`src/rtl/minesweeper_ctrl_n.sv`:
```
// Minesweeper game controller: owns bomb/reveal/flag/cursor grids and
// win/lose status. Bombs are placed by a Galois LFSR after a restart, then
// the player moves a wrap-around cursor, flags cells and reveals them.
module minesweeper_ctrl_n #(
  parameter  int GRID_W    = 4,
  parameter  int GRID_H    = 4,
  parameter  int NUM_BOMBS = 3,
  localparam int N         = GRID_W * GRID_H,
  localparam int IDX_W     = $clog2(N),
  localparam int RW        = $clog2(GRID_H),
  localparam int CW        = $clog2(GRID_W)
) (
  input  logic             clock,
  input  logic             reset,
  input  logic             restart,
  input  logic             confirm,
  input  logic             flag,
  input  logic [3:0]       udlr,
  input  logic [15:0]      seed,
  output logic [N-1:0]     bomb_grid,
  output logic [N-1:0]     reveal_grid,
  output logic [N-1:0]     flag_grid,
  output logic [N-1:0]     cursor_grid,
  output logic [RW-1:0]    cursor_row,
  output logic [CW-1:0]    cursor_col,
  output logic [IDX_W:0]   reveal_count,
  output logic             busy,
  output logic             win,
  output logic             lose
);

  typedef enum logic [2:0] {S_IDLE, S_PLACE, S_PLAY, S_WIN, S_LOSE} state_t;

  state_t           state, state_nxt;
  logic             restart_q, confirm_q, flag_q;
  logic [3:0]       udlr_q;
  logic [15:0]      lfsr, lfsr_nxt;
  logic [IDX_W:0]   bomb_cnt;

  // Rising-edge events; udlr counts as one event when it leaves all-zero.
  logic rst_ev, cf_ev, fl_ev, ud_ev;
  assign rst_ev = restart & ~restart_q;
  assign cf_ev  = confirm & ~confirm_q;
  assign fl_ev  = flag & ~flag_q;
  assign ud_ev  = (|udlr) & ~(|udlr_q);

  // Galois LFSR, taps x^16+x^14+x^13+x^11+1, shifting right.
  assign lfsr_nxt = {1'b0, lfsr[15:1]} ^ (lfsr[0] ? 16'hB400 : 16'h0000);

  // Placement candidate is taken from the LFSR value before the advance.
  logic [IDX_W-1:0] cand;
  logic [N-1:0]     cand_oh;
  logic             cand_ok;
  assign cand    = lfsr[IDX_W-1:0];
  assign cand_oh = N'(1) << cand;
  assign cand_ok = ({1'b0, cand} < (IDX_W+1)'(N)) && ~|(bomb_grid & cand_oh)
                   && (cand != '0);

  // Properties of the cell under the cursor.
  logic cur_bomb, cur_rev, cur_flag;
  assign cur_bomb = |(bomb_grid & cursor_grid);
  assign cur_rev  = |(reveal_grid & cursor_grid);
  assign cur_flag = |(flag_grid & cursor_grid);

  logic [IDX_W:0] rc_inc;
  assign rc_inc = reveal_count + 1'b1;

  // Wrapped cursor target for the current udlr value.
  logic [RW-1:0]    row_nxt;
  logic [CW-1:0]    col_nxt;
  logic [IDX_W-1:0] cur_idx_nxt;
  always_comb begin
    row_nxt = cursor_row;
    col_nxt = cursor_col;
    case (udlr)
      4'b1000: row_nxt = (cursor_row == '0) ? RW'(GRID_H-1) : cursor_row - 1'b1;
      4'b0100: row_nxt = (cursor_row == RW'(GRID_H-1)) ? '0 : cursor_row + 1'b1;
      4'b0010: col_nxt = (cursor_col == '0) ? CW'(GRID_W-1) : cursor_col - 1'b1;
      4'b0001: col_nxt = (cursor_col == CW'(GRID_W-1)) ? '0 : cursor_col + 1'b1;
      default: ;
    endcase
    cur_idx_nxt = IDX_W'(row_nxt) * IDX_W'(GRID_W) + IDX_W'(col_nxt);
  end

  // Next state and the single action taken this cycle.
  logic place_set, do_reveal, do_flag, do_move, hit_bomb;
  always_comb begin
    state_nxt = state;
    place_set = 1'b0;
    do_reveal = 1'b0;
    do_flag   = 1'b0;
    do_move   = 1'b0;
    hit_bomb  = 1'b0;
    if (rst_ev) begin
      state_nxt = S_PLACE;
    end else begin
      case (state)
        S_PLACE: if (cand_ok) begin
          place_set = 1'b1;
          if (bomb_cnt == (IDX_W+1)'(NUM_BOMBS-1)) state_nxt = S_PLAY;
        end
        S_PLAY: begin
          if (cf_ev) begin
            // Flagged or already-open cells swallow the confirm.
            if (!cur_flag && !cur_rev) begin
              do_reveal = 1'b1;
              if (cur_bomb) begin
                hit_bomb  = 1'b1;
                state_nxt = S_LOSE;
              end else if (rc_inc == (IDX_W+1)'(N-NUM_BOMBS)) begin
                state_nxt = S_WIN;
              end
            end
          end else if (fl_ev) begin
            do_flag = ~cur_rev;
          end else if (ud_ev) begin
            do_move = $onehot(udlr);
          end
        end
        default: ;
      endcase
    end
  end

  // State register; status outputs follow the state being entered.
  always_ff @(posedge clock or negedge reset) begin
    if (!reset) begin
      state <= S_IDLE;
      busy  <= 1'b0;
      win   <= 1'b0;
      lose  <= 1'b0;
    end else begin
      state <= state_nxt;
      busy  <= (state_nxt == S_PLACE);
      win   <= (state_nxt == S_WIN);
      lose  <= (state_nxt == S_LOSE);
    end
  end

  // Previous-cycle input copies for edge detection.
  always_ff @(posedge clock or negedge reset) begin
    if (!reset) begin
      restart_q <= 1'b0;
      confirm_q <= 1'b0;
      flag_q    <= 1'b0;
      udlr_q    <= 4'b0;
    end else begin
      restart_q <= restart;
      confirm_q <= confirm;
      flag_q    <= flag;
      udlr_q    <= udlr;
    end
  end

  // Board datapath: restart clear, bomb placement, reveal, flag, cursor.
  always_ff @(posedge clock or negedge reset) begin
    if (!reset) begin
      bomb_grid    <= '0;
      reveal_grid  <= '0;
      flag_grid    <= '0;
      cursor_grid  <= '0;
      cursor_row   <= '0;
      cursor_col   <= '0;
      reveal_count <= '0;
      bomb_cnt     <= '0;
      lfsr         <= 16'h0001;
    end else if (rst_ev) begin
      bomb_grid    <= '0;
      reveal_grid  <= '0;
      flag_grid    <= '0;
      cursor_grid  <= N'(1);
      cursor_row   <= '0;
      cursor_col   <= '0;
      reveal_count <= '0;
      bomb_cnt     <= '0;
      lfsr         <= (seed == 16'h0000) ? 16'h0001 : seed;
    end else begin
      if (state == S_PLACE) lfsr <= lfsr_nxt;
      if (place_set) begin
        bomb_grid <= bomb_grid | cand_oh;
        bomb_cnt  <= bomb_cnt + 1'b1;
      end
      if (do_reveal) begin
        reveal_grid <= reveal_grid | cursor_grid | (hit_bomb ? bomb_grid : '0);
        if (!hit_bomb) reveal_count <= rc_inc;
      end
      if (do_flag) flag_grid <= flag_grid ^ cursor_grid;
      if (do_move) begin
        cursor_row  <= row_nxt;
        cursor_col  <= col_nxt;
        cursor_grid <= N'(1) << cur_idx_nxt;
      end
    end
  end

endmodule

```
`config.mk`:
```
export PLATFORM = sky130hd
export DESIGN_NAME = minesweeper_ctrl_n
export DESIGN_NICKNAME = d
export VERILOG_FILES = /design/src/rtl/minesweeper_ctrl_n.sv
export SDC_FILE = /design/constraint.sdc
export NUM_CORES = 1
export LEC_CHECK = 0
export CORE_MARGIN = 1.5
export CORE_UTILIZATION = 35
export DETAILED_ROUTE_END_ITERATION = 8
export SYNTH_ARGS = -nofsm -noshare
export SYNTH_HDL_FRONTEND = slang
export SYNTH_SLANG_ARGS = --single-unit
```
`constraint.sdc`:
```
create_clock -name clock -period 2.7 [get_ports clock]
set_clock_uncertainty 0.1 [all_clocks]
set_input_delay 0.54 -clock clock [delete_from_list [all_inputs] [get_ports clock]]
set_output_delay 0.54 -clock clock [all_outputs]
set_load 0.03 [all_outputs]
```
After elaboration in Yosys (flattened, before gate mapping) --
Cells that the tools add are included.
Storage, ports and cells: logic and storage cells 140, register bits after elaboration 107, input port bits 25, output and inout bits 76
Operators by class: bitwise logic cells 18, shift-type cells 2, muxes and demuxes 57, reductions and logical operators 21, add/subtract/negate cells 10, eq/ne operators 15
Operators by type and width (count):
- two-way mux 16 bit | 13
- AND 16 bit | 4
- OR reduction 16 bit | 4
- bitwise OR 16 bit | 3
- left shift 1 x 4 -> 16 bit (first input constant) | 2
- two-way mux 5 bit | 5
- two-way mux 1 bit | 21
- two-way mux 3 bit | 7
- logical NOT 16 bit | 1
- two-way mux 2 bit | 8
- bitwise XOR 15 x 16 -> 16 bit | 1
- bitwise XOR 16 bit | 1
- adder 5 x 1 -> 5 bit (second input constant) | 2
- nonzero test 2 bit | 5
- == test 3 x 1 -> 1 bit (second input constant) | 3
- case mux 2 bit (2 select lines) | 2
- OR reduction 4 bit | 2
- == test 3 x 2 -> 1 bit (second input constant) | 2
- case mux 3 bit (2 select lines) | 1
- == test 5 x 2 -> 1 bit (second input constant) | 1
- == test 5 x 4 -> 1 bit (second input constant) | 1
- inverter 1 bit | 5
- adder 1 x 1 -> 2 bit | 2
- adder 2 x 1 -> 2 bit (second input constant) | 2
- other kinds (16) | 25

Longest topological paths before layout --
Gate-level depths: netlist of the first run.
depth in word-level cells 12, gate-level depth with buffers 11, gate-level depth less buffers 10

Least setup slack after synthesis of the first run --
Ideal clock, no wire load.
kind input to register, start point input port udlr[0], end point register cursor_grid[4], data required time 2.527 ns, cell stages on the path 10, path buffers 0, setup time 0.073 ns, arrival 2.740 ns, setup slack -0.212 ns, cell sequence inv_1 fa_1 inv_1 ha_1 ha_1 a2111oi_2 nand3_2 nor3_1 a22oi_1 nor2_1
Between the ends: longest elaborated chain between the ends 9, elaborated cells on any way between the ends 21, classes of those cells 3 x add/sub; 5 x eq/ne; 1 x shift; 9 x mux; 1 x bitwise; 2 x reduce/logical
Ends and longest elaborated chain:
- from (decl) | RTL line 18 | input logic [3:0] udlr,
- adder 1 x 1 -> 2 bit (not written as such) | RTL line 117 | do_move = $onehot(udlr);
- adder 2 x 2 -> 3 bit (not written as such) | RTL line 117
- == test 3 x 1 -> 1 bit | RTL line 117
- two-way mux 1 bit | RTL line 116 | end else if (ud_ev) begin
- two-way mux 1 bit | RTL line 114 | end else if (fl_ev) begin
- two-way mux 1 bit | RTL line 103 | if (cf_ev) begin
- two-way mux 1 bit | RTL line 97 | case (state)
- two-way mux 1 bit | RTL line 94 | if (rst_ev) begin
- nonzero test 2 bit (no line)
- to (signal assigned) | RTL line 191 | cursor_grid <= N'(1) << cur_idx_nxt;
- to (decl) | RTL line 23 | output logic [N-1:0] cursor_grid,
Several ways; a longest one is shown, not always the timed one. The select of a mux whose other input is x is not followed. A chain may end at the register's enable or synchronous reset.

Final worst setup path of the first run --
Same ends and word-level chain as after synthesis.

==> results.py, run 1 <==
metrics = {
    "outcome": {
        "status": "completed",
    },
    "placed_design": {
        "io_buffers": 100,
        "place_congestion": 0.8858,
        "place_area_um2": 7355,
        "hpwl_um": 12340,
        "place_ws_ns": -0.6551,
    },
    "cells_and_area": {
        "multi_input_area_um2": 2907,
        "filler_cell_count": 1492,
        "drive_above_1_share": 0.1775,
        "layout.nets": 771,
        "regArea_um2": 2679,
        "final_core_util": 0.4894,
        "synthToLayoutAreaGrowth_pct": 37.98,
        "antenna_cells": 0,
        "finalInstanceArea_um2": 7719,
    },
    "power_and_ir_drop": {
        "p_sw_frac": 0.3778,
        "power_frac_seq": 0.393,
        "internal_power_w": 0.003517,
        "switching_power_w": 0.002136,
        "peakVddDrop_mv": 0.4158,
        "clkPwrFrac": 0.242,
        "combinationalPowerShare": 0.365,
        "p_per_area_nw_per_um2": 732.4,
        "leakagePower_nw": 3.460,
    },
    "cts": {
        "cts_inserted_buffers": 9,
        "path_clk_slew_ns": 0.07,
        "cts_tree": "built",
        "htree_levels": 3,
        "cts_root_buf": "clkbuf_16",
        "cts_hold_buf": 0,
        "clock_latency_ns": 0.35,
        "cts_buffer_depth": 2,
        "cts.sinks": 107,
    },
    "run": {
        "maxCapViolCount": 0,
    },
    "timing": {
        "fin_ws_ns": 0.1338,
        "drv_slew": 0,
        "relSlewSlack": 0.6058,
        "hold_viol": 0,
        "setup_viol": 0,
        "fmax_mhz": 389.7,
        "min_period_over_period": 0.9505,
        "fin_crit_ns": 2.566,
        "worst_pin_slew_ns": 0.5913,
        "rsz0062_at_grt": "no",
    },
    "setup_path": {
        "slowest_stage": "fa_1",
        "crit_buf_inv": 3,
        "start_kind": "input port",
        "required_ns": 2.88,
        "crit_fanout": 6,
        "end_kind": "register",
        "worstSetupPathType": "in2reg",
        "worstPathCellList": "clkdlybuf4s15_2 -> inv_2 -> fa_1 -> inv_2 -> ha_4 -> ha_4 -> a2111oi_4 -> nand3_4 -> nor3_4 -> a22oi_2 -> nor2_1",
        "cp.arrival_ns": 2.75,
        "cp_top_family": "adder cells",
        "cp_slowest_stage_delay_ns": 0.49,
    },
    "global_route": {
        "grt_first_pass_wirelength_um": 26430,
        "grt_max_degree": 108,
        "grt.total_usage": 0.2078,
        "grt_pass1_vias": 4769,
        "overflow": 0,
        "antenna_found_initial": 0,
    },
    "floorplan": {
        "ios": 101,
        "die_w_um": 129.4,
        "core-area_um2": 15770,
        "dieHeight_um": 129.4,
        "dieArea_um2": 16750,
        "num_rows": 46,
        "initial_core_util": 0.3547,
    },
    "drt": {
        "wl_per_cell_um": 18.18,
        "drtAntennaViolNets": 0,
        "drtIter0Drc": 398,
        "route.vias.total": 5018,
        "drc": 0,
        "first_pass_iters": 5,
        "viasPerCell": 5.355,
        "wirelength_um": 17030,
    },
    "logic_synthesis": {
        "synth_cell_types": 61,
        "ys_warn_count": 0,
        "syn_avg_cell_area_um2": 9.729,
        "ys_async_sr_fraction": 1.000,
        "seq_area_frac_synth": 0.4789,
        "synth_ff_type": "dfrtp_1",
        "syn_inst": 575,
        "mappedNetlistNets": 630,
        "mappedNetlistArea_um2": 5594,
        "synth-edff-count": 0,
        "synth_seq_cells": 107,
    },
    "min_path": {
        "holdCritPathClass": "in2async",
    },
}
-- stage by stage --
stage / hold slack [ns] / instances / power [W] / TNS [ns]
floorplan: 0.1444 / 575 / 0.003461 / 0
global placement: 0.4149 / 916 / 0.004252 / -11.12
detailed placement: 0.4228 / 916 / 0.004280 / -12.03
CTS: 0.1944 / 936 / 0.005671 / 0
global route: 0.2056 / 937 / 0.005948 / 0
finish: 0.1597 / 937 / 0.005653 / 0
-- final cells by class --
class / count / area share
well taps: 216 / 0.03501
clock inverters: 5 / 0.007781
clock buffers: 11 / 0.03145
multi-input cells: 420 / 0.3766
flip-flops and latches: 107 / 0.3471
inverters: 15 / 0.007295
repair buffers: 163 / 0.1948
-- state kept, by name, summed over array words and instances, names as in the netlist --
signal / flops
cursor_grid: 16
reveal_count: 5
lose: 1
udlr_q: 4
reveal_grid: 16
cursor_col: 2
bomb_cnt: 5
state: 3
flag_grid: 16
confirm_q: 1
bomb_grid: 16
win: 1
flag_q: 1
lfsr: 16
cursor_row: 2
busy: 1
restart_q: 1
-- Yosys cell counts, types with 13 or more instances --
cell type,n,area share
mux2i_1,18,0.032
inv_1,15,0.010
ha_1,29,0.065
clkbuf_1,26,0.017
a31oi_1,29,0.032
o21ai_0,13,0.012
dfrtp_1,106,0.47
nand2_1,37,0.025
a21oi_1,34,0.030
o21a_1,18,0.024
a22oi_1,24,0.032
nor2_1,101,0.068
-- layer usage --
| metal | share of wire | vias to the layer above | GRT usage |
|---|---|---|---|
| met4 | 0.026 | 0 | 0.08301 |
| li1 | - | 2360 | - |
| met5 | 0 | - | 0 |
| met3 | 0.066 | 28 | 0.03509 |
| met1 | 0.44 | 2447 | 0.2937 |
| met2 | 0.46 | 183 | 0.3185 |
-- worst paths after layout --
check                          startpoint              end  slack (ns)  cells past startpoint
setup / recovery                  udlr[0]   cursor_grid[4]        0.13                     11
hold / removal                      reset          lfsr[3]        0.16                      2
setup reg to reg             flag_grid[0]  reveal_count[4]        0.16                      7
hold reg to reg            reveal_grid[5]   reveal_grid[5]        0.43                      1
max in group asynchronous           reset    flag_grid[12]        1.91                      2
min in group clock                udlr[1]        udlr_q[1]        0.32                      2
-- power by group through the flow --
stage          registers, W  logic (W)  clock network [W]
6_report            0.00222    0.00206            0.00137
5_1_grt             0.00226    0.00222            0.00147
4_1_cts             0.00221    0.00205            0.00141
3_5_place_dp        0.00224    0.00204                  0
3_3_place_gp        0.00224    0.00202                  0
2_1_floorplan       0.00236    0.00110                  0
-- layout by cell type (no fill, tap or decap), types with 6 or more instances in the layout --
cell type / count
mux2i_1: 18
o21a_1: 18
inv_1: 12
dfrtp_1: 106
buf_4: 60
o21ai_0: 13
nor4_1: 8
a31oi_1: 29
a21oi_1: 34
nand3_1: 8
clkbuf_16: 9
a22oi_1: 9
a22o_1: 6
clkdlybuf4s50_1: 96
nand2_1: 37
a22oi_2: 15
ha_1: 27
nor2_1: 101
nor2b_1: 8
-- cell families after synthesis --
| group | count (synthesis) | synth area share |
|---|---|---|
| DFF | 107 | 0.4789 |
| and+or+nand+nor | 213 | 0.1881 |
| xor gates and xnor gates | 6 | 0.009394 |
| AOI/OAI and AO/OA | 148 | 0.1794 |
| buffers and inverters | 49 | 0.03556 |
| muxes | 22 | 0.04026 |
| adders and majority gates | 30 | 0.06844 |
-- what timing repair did --
action                     CTS  global route
gates resized for setup     10             5
setup endpoints to repair   20            20
buffers inserted             3             1
pin swaps                    6             8
cloned                       1             0
(Power assumes the default switching activity.)
==> inputs of run 2 (changes only) <==
Settings changed: PLACE_DENSITY_LB_ADDON set to 0.12.
Clock period 2.7 ns to 2.3 ns, I/O delays scaled along.
==> run 2 against run 1 <==
Against the previous run:
- the run now ends with negative setup slack left
- flip-flop and latch count unchanged
- design area increased by 9.6%
- register-to-register slack got worse by 0.20 ns
- sequential share of layout area decreased by 3.0 points
- worst setup slack got worse by 0.20 ns
- sequential power increased by 15%
- final cell count increased by 6.8%
- first-iteration DRC count decreased by 23%
- total power increased by 25%
- clock power increased by 20%
- critical path type unchanged
- critical endpoint is now cursor_grid[6]
==> results.py, run 2 (synthesis results as in run 1) <==
metrics = {
    "cts": {
        "cts.sinks": 107,
        "cts_root_buf": "clkbuf_16",
        "path_clk_slew_ns": 0.07,
        "cts_buffer_depth": 2,
        "cts_inserted_buffers": 9,
        "cts_tree": "built",
        "clock_latency_ns": 0.35,
        "cts_hold_buf": 0,
        "htree_levels": 3,
    },
    "setup_path": {
        "regToRegSetupSlack_ns": -0.04,
        "cp_top_family": "adder cells",
        "end_kind": "register",
        "crit_buf_inv": 4,
        "worstSetupPathType": "in2reg",
        "crit_fanout": 8,
        "start_kind": "input port",
        "worstReg2RegEnd": "reveal_count[4]",
        "worstPathCellList": "buf_8 -> inv_4 -> fa_1 -> inv_1 -> ha_2 -> ha_4 -> a2111oi_4 -> nand3_4 -> nor3_4 -> buf_6 -> a22oi_2 -> nor2_1",
        "slowest_stage": "fa_1",
        "cp.arrival_ns": 2.55,
        "cp_slowest_stage_delay_ns": 0.52,
        "reg2reg_from": "cursor_grid[15]",
        "required_ns": 2.49,
        "worst-r2r-cell-count": 7,
    },
    "timing": {
        "drv_slew": 0,
        "fin_ws_ns": -0.06360,
        "whs_ns": 0.006977,
        "relSlewSlack": 0.6117,
        "hold_viol": 0,
        "rsz0062_at_grt": "yes",
        "fmax_mhz": 423.1,
        "min_period_over_period": 1.028,
        "setup_viol": 11,
        "fin_crit_ns": 2.364,
        "fin_setup_tns_ns": -0.3359,
        "worst_pin_slew_ns": 0.5824,
    },
    "global_route": {
        "overflow": 0,
        "grt_max_degree": 44,
        "grt.total_usage": 0.2229,
        "grt_pass1_vias": 5186,
        "grt_first_pass_wirelength_um": 28390,
        "antenna_found_initial": 0,
    },
    "drt": {
        "drtIter0Drc": 307,
        "wl_per_cell_um": 18.04,
        "viasPerCell": 5.258,
        "route.vias.total": 5263,
        "drtAntennaViolNets": 0,
        "first_pass_iters": 4,
        "drc": 0,
        "wirelength_um": 18060,
    },
    "placed_design": {
        "io_buffers": 100,
        "place_congestion": 0.8862,
        "placed_cells": 969,
        "hpwl_um": 13470,
    },
    "floorplan": {
        "dieArea_um2": 16750,
        "core-area_um2": 15770,
        "dieHeight_um": 129.4,
        "num_rows": 46,
        "initial_core_util": 0.3547,
        "ios": 101,
        "die_w_um": 129.4,
    },
    "power_and_ir_drop": {
        "power_frac_seq": 0.361,
        "switching_power_w": 0.002654,
        "combinationalPowerShare": 0.407,
        "leakagePower_nw": 3.879,
        "p_sw_frac": 0.3745,
        "clkPwrFrac": 0.232,
        "internal_power_w": 0.004434,
        "peakVddDrop_mv": 0.5111,
        "p_per_area_nw_per_um2": 837.8,
    },
    "cells_and_area": {
        "antenna_cells": 0,
        "drive_above_1_share": 0.2892,
        "final_cells": 1001,
        "layout.nets": 835,
        "final_cell_mix": "buf_4, dfrtp_1, nor2_1, clkdlybuf4s50_1, nand2_1",
        "synthToLayoutAreaGrowth_pct": 51.24,
        "final_core_util": 0.5365,
        "filler_cell_count": 1457,
        "layout_commonest_cell": "buf_4",
    },
    "run": {
        "maxCapViolCount": 0,
    },
    "outcome": {
        "status": "finished, violations left",
        "violations": "negative setup slack",
    },
    "min_path": {
        "holdCritPathClass": "in2async",
    },
}
## run 2: area by class of cell
class,count,area [um^2],share of cell area
flip-flops and latches,107,2684,0.3172
multi-input cells,419,3049,0.3604
repair buffers,228,2079,0.2458
clock buffers,11,252.7,0.02987
well taps,216,270.3,0.03194
inverters,15,66.31,0.007838
clock inverters,5,58.81,0.006951
## run 2: worst max path at each step
stage             from               to  slack, ns  depth (start not counted)
2_1_floorplan  udlr[3]   cursor_grid[8]      -0.27                         10
3_3_place_gp   udlr[3]  cursor_grid[10]      -0.93                         11
3_5_place_dp   udlr[3]   cursor_grid[3]      -0.96                         11
4_1_cts        udlr[0]   cursor_grid[5]      -0.16                         11
5_1_grt        udlr[0]  cursor_grid[10]      -0.18                         12
6_report       udlr[0]   cursor_grid[6]      -0.06                         12
## run 2: power by group through the flow
stage | sequential, W | combinational, W | clock (W)
floorplan | 0.00277 | 0.00130 | 0
global placement | 0.00256 | 0.00273 | 0
detailed placement | 0.00257 | 0.00276 | 0
CTS | 0.00254 | 0.00278 | 0.00167
global route | 0.00261 | 0.00312 | 0.00175
finish | 0.00256 | 0.00289 | 0.00164
## run 2: what timing repair did
| item | CTS | global route |
|---|---|---|
| gates resized for setup | 26 | 45 |
| setup buffers | 2 | 14 |
| endpoints found under the setup margin | 55 | 62 |
| pin swaps | 22 | 23 |
| cloned | 0 | 1 |
## run 2: per-layer routing
metal	vias to the layer above	global-route usage	share of wire
met5	-	0	0
met4	0	0.09804	0.033
met3	36	0.02519	0.038
met2	152	0.3385	0.45
met1	2588	0.3215	0.47
li1	2487	-	-
## run 2: worst register-to-register path: cells and delay by family (launching register included)
kind                   cells  cell delay (ns)
buffers and inverters      2             0.31
DFF                        1             0.44
AOI/OAI and AO/OA          2             0.28
and+or+nand+nor            3             1.14
## run 2: per-stage QoR
step	total power, W	area [um^2]	setup WS, ns
3_3_place_gp	0.005286	7789	-0.9305
2_1_floorplan	0.004068	5796	-0.2675
3_5_place_dp	0.005330	7789	-0.9609
5_1_grt	0.007474	8461	-0.1778
4_1_cts	0.006987	8163	-0.1623
6_report	0.007089	8461	-0.06360
